==> config.mk <==
export PLATFORM = sky130hd
export DESIGN_NAME = asym_fifo
export DESIGN_NICKNAME = d
export VERILOG_FILES = /design/src/rtl/asym_fifo.sv
export SDC_FILE = /design/constraint.sdc
export NUM_CORES = 1
export LEC_CHECK = 0
export CORE_MARGIN = 1
export CORE_UTILIZATION = 55
export CTS_BUF_LIST = sky130_fd_sc_hd__clkbuf_8 sky130_fd_sc_hd__clkbuf_16
export DETAILED_ROUTE_END_ITERATION = 12
export GPL_TIMING_DRIVEN = 0
export PLACE_DENSITY = 0.86
export SLEW_MARGIN = 15
export SYNTH_ARGS = -nofsm -noshare
export SYNTH_HDL_FRONTEND = slang
export SYNTH_SLANG_ARGS = --single-unit
==> constraint.sdc <==
create_clock -name clk -period 2.95 [get_ports clk]
set_input_delay 0.7375 -clock clk [delete_from_list [all_inputs] [get_ports clk]]
set_output_delay 0.7375 -clock clk [all_outputs]
set_load 0.1 [all_outputs]
==> src/rtl/asym_fifo.sv <==
// ============================================================================
// Module   : asym_fifo
// Brief    : Wide-write / narrow-read FWFT FIFO, MS narrow word read first.
// Revision : 1.0 - initial release
// ============================================================================
`default_nettype none

module asym_fifo #(
  parameter int DATA_WIDTH = 8,
  parameter int RATIO      = 2,
  parameter int ADDR_WIDTH = 3
) (
  input  logic                        clk,
  input  logic                        reset,
  input  logic                        wr,
  input  logic [RATIO*DATA_WIDTH-1:0] w_data,
  input  logic                        rd,
  output logic [DATA_WIDTH-1:0]       r_data,
  output logic                        full,
  output logic                        empty,
  output logic [ADDR_WIDTH:0]         count,
  output logic                        w_err,
  output logic                        r_err
);

  localparam int DEPTH = 1 << ADDR_WIDTH;
  localparam logic [ADDR_WIDTH:0]   FULL_THRESH = (ADDR_WIDTH+1)'(DEPTH - RATIO);
  localparam logic [ADDR_WIDTH:0]   RATIO_CNT   = (ADDR_WIDTH+1)'(RATIO);
  localparam logic [ADDR_WIDTH-1:0] RATIO_PTR   = ADDR_WIDTH'(RATIO);

  logic [DATA_WIDTH-1:0] mem [DEPTH];
  logic [DATA_WIDTH-1:0] w_slice [RATIO];

  logic [ADDR_WIDTH-1:0] w_ptr_q, w_ptr_d;
  logic [ADDR_WIDTH-1:0] r_ptr_q, r_ptr_d;
  logic [ADDR_WIDTH:0]   count_q, count_d;
  logic                  w_err_q, w_err_d;
  logic                  r_err_q, r_err_d;
  logic                  wr_ok, rd_ok;

  // Slice 0 is the most-significant part of the write word.
  generate
    for (genvar i = 0; i < RATIO; i++) begin : g_slice
      assign w_slice[i] = w_data[(RATIO-1-i)*DATA_WIDTH +: DATA_WIDTH];
    end
  endgenerate

  assign full  = (count_q > FULL_THRESH);
  assign empty = (count_q == '0);
  assign wr_ok = wr & ~full;
  assign rd_ok = rd & ~empty;

  always_comb begin
    w_ptr_d = w_ptr_q;
    r_ptr_d = r_ptr_q;
    count_d = count_q;
    w_err_d = wr & full;
    r_err_d = rd & empty;
    if (wr_ok) begin
      w_ptr_d = w_ptr_q + RATIO_PTR;
    end
    if (rd_ok) begin
      r_ptr_d = r_ptr_q + 1'b1;
    end
    case ({wr_ok, rd_ok})
      2'b10:   count_d = count_q + RATIO_CNT;
      2'b01:   count_d = count_q - 1'b1;
      2'b11:   count_d = count_q + RATIO_CNT - 1'b1;
      default: count_d = count_q;
    endcase
  end

  always_ff @(posedge clk or posedge reset) begin
    if (reset) begin
      w_ptr_q <= '0;
      r_ptr_q <= '0;
      count_q <= '0;
      w_err_q <= 1'b0;
      r_err_q <= 1'b0;
    end else begin
      w_ptr_q <= w_ptr_d;
      r_ptr_q <= r_ptr_d;
      count_q <= count_d;
      w_err_q <= w_err_d;
      r_err_q <= r_err_d;
    end
  end

  // w_ptr is RATIO-aligned, so w_ptr+i never crosses the wrap point.
  always_ff @(posedge clk) begin
    if (wr_ok) begin
      for (int i = 0; i < RATIO; i++) begin
        mem[w_ptr_q + ADDR_WIDTH'(i)] <= w_slice[i];
      end
    end
  end

  assign r_data = empty ? '0 : mem[r_ptr_q];
  assign count  = count_q;
  assign w_err  = w_err_q;
  assign r_err  = r_err_q;

endmodule

`default_nettype wire

==> results.ini <==
[sta]
slew_viol_final = 0
setup_viol_count_final = 0
hold_viol = 0
max_freq_ghz = 0.346
finalCritPeriodShare = 0.980
fin_worst_skew_ns = 0.00815
fin_crit_ns = 2.89
rsz0062_at_grt = false
tightest_slew_ns = 0.984
timing.slew.headroom = 0.342

[clock_tree]
numClockSinks = 75
clock_latency_ns = 0.35
clock_path_buffers = 2
clk_pin_slew_ns = 0.07
hold_buffers = 0
clockRootBuffer = clkbuf_8
postCtsSetupRepairBufs = 0
htreeDepth = 3
cts_tree = built
numCtsBuffers = 9

[cells_and_area]
final_cells = 290
layout-drive-gt1-share = 0.261
area_delta_synth_final_pct = 20.0
nNetsFinal = 241
fillers = 352
diodes = 0

[route]
met3_length_um = 282
first_pass_iters = 6
ant_nets = 0
drt_iter0_drc = 137
vias_per_cell = 5.64
vias = 1636
wl_met2_mm = 2.75
wl_per_cell_um = 18.9
post-route-drc-count = 0
highest_layer = met4
drt-met1-wl_mm = 2.32
drt_wl_total_mm = 5.49

[placement]
dp_hpwl_mm = 3.49
dp_cells = 275
io_buffer_count = 35
place_congestion = 0.731

[setup_path]
crit_top_cell = buf_6
path_class = reg2out
worst_path_max_delay_cell = mux4_2
critPathTopFamily = multiplexers
start_kind = flop
path_depth = 6
cpPeakStageDelay_ns = 0.54
path_buf_inv = 3
reg2reg_slack_ns = 0.85
r2r_cells = 3
cp.required_ns = 2.21
end_kind = output port
arrival_ns = 2.15
cp_max_fo = 10
path_cells = buf_6 -> buf_6 -> mux4_2 -> mux2i_1 -> nor2_2 -> buf_4
rr_startpoint = count[3]
rr_endpoint = mem[5][0]

[synth]
synth_top_area_frac = 0.618
synth_seq_cells = 75
synth_edf_count = 64
synth_commonest_cells = 64 x edfxtp_1, 16 x mux4_2, 11 x dfrtp_1, 11 x nor2_1, 8 x mux2i_1
syn-num-nets = 195
synth.area.top_cells = edfxtp_1 62%, mux4_2 12%, dfrtp_1 8.9%
syn_area_sq_um = 3110
ys_types = 30
async_flop_share = 0.147
syn_area_per_cell_sq_um = 18.5
seq_area_frac_synth = 0.707
synthMostInstantiatedCell = edfxtp_1
postSynthCellCount = 168
ys_warn_count = 0
synth-main-ff-cell = edfxtp_1
yosysTopAreaCell = edfxtp_1

[floorplanning]
rows = 27
fp.dieW_um = 77.2
ioPinCount = 36
die_area_sq_um = 5960
initial_utilization = 0.568
core_sq_um = 5470
dieHeight_um = 77.2

[min_path]
worstHoldPathType = reg2reg
whs_endpoint = r_ptr_q[1]
holdPathStages = 2
hold_start = r_ptr_q[1]

[grt]
gr-total-overflow = 0
antenna_found_initial = 0
grt_pass1_wl_mm = 8.72
grt_use_total = 0.209
grt_pass1_vias = 1681
grt_start_max_net_pins = 17

[flow_run]
drv_cap = 0

[run_status]
status = finished clean

-- worst max path at each step --
| stage | end | startpoint | slack, ns |
|---|---|---|---|
| 6_report | r_data[3] | r_ptr_q[0] | 0.06 |
| 5_1_grt | r_data[3] | r_ptr_q[0] | 0.004 |
| 4_1_cts | r_data[5] | r_ptr_q[0] | 0.02 |
| 3_5_place_dp | empty | count[1] | -0.34 |
| 3_3_place_gp | empty | count[1] | -0.34 |
| 2_1_floorplan | r_data[0] | count[1] | -0.18 |
-- cells in the final DEF (no fill, tap or decap), types with 4 or more instances in the layout --
cell	synthesis	layout
edfxtp_1	64	64
and3_1	4	4
nand3_1	5	5
buf_4	0	6
nand2_1	4	4
inv_1	5	6
clkdlybuf4s50_1	0	25
ha_1	7	7
buf_6	4	4
dfrtp_1	11	11
mux2i_1	8	7
nor2_2	0	8
clkbuf_8	0	9
mux4_2	16	16
-- layer usage --
metal	up-vias	global-route usage
met1	826	0.276
met3	14	0.0524
li1	745	-
met4	0	0.115
met5	-	0
met2	51	0.319
-- cell families (layout without fill, tap and decap cells) --
family,count (synthesis),after routing,share of synthesized area
AOI/OAI and AO/OA,9,9,0.0217
xor gates and xnor gates,4,4,0.0113
adders and majority gates,7,7,0.0282
buffers and inverters,13,63,0.0262
DFF,75,75,0.707
muxes,25,25,0.146
and+or+nand+nor,35,35,0.0596
-- tightest hold or removal path, stage by stage (launching register included) --
cell and delay (ns):
dfrtp_1 0.35, ha_1 0.12, mux2_4 0.13
-- cell type report --
class / count / area, sq um / area share
Clock inverter: 6 / 58.8 / 0.0158
Tap cell: 72 / 90.1 / 0.0242
Inverter: 5 / 18.8 / 0.00503
Sequential cell: 75 / 2200 / 0.589
Clock buffer: 9 / 124 / 0.0332
Timing Repair Buffer: 35 / 322 / 0.0862
Buffer: 8 / 65.1 / 0.0174
Multi-Input combinational cell: 80 / 855 / 0.229
-- registers in the layout, summed over array words and instances (netlist names) --
name     count
mem         64
count        4
r_ptr_q      3
w_ptr_q      2
r_err        1
w_err        1
-- stage by stage --
| stage | cell area, sq um | hold slack, ns | worst slack (ns) | utilization | TNS, ns |
|---|---|---|---|---|---|
| finish | 3730 | 0.632 | 0.0577 | 0.682 | 0 |
| global route | 3730 | 0.677 | 0.00412 | 0.682 | 0 |
| CTS | 3710 | 0.635 | 0.0189 | 0.678 | 0 |
| detailed placement | 3570 | 0.619 | -0.342 | 0.652 | -2.67 |
| global placement | 3570 | 0.606 | -0.343 | 0.652 | -2.59 |
| floorplan | 3130 | 0.580 | -0.185 | - | -1.48 |
-- what timing repair did --
| item | 4_1_cts | 5_1_grt |
|---|---|---|
| gates resized for setup | 48 | 11 |
| endpoints found under the setup margin | 10 | 8 |
| endpoints found under the hold margin | 0 | 0 |
Power is not shown: default switching activity piles up to over one toggle a cycle in this logic, so the estimate is an artifact.
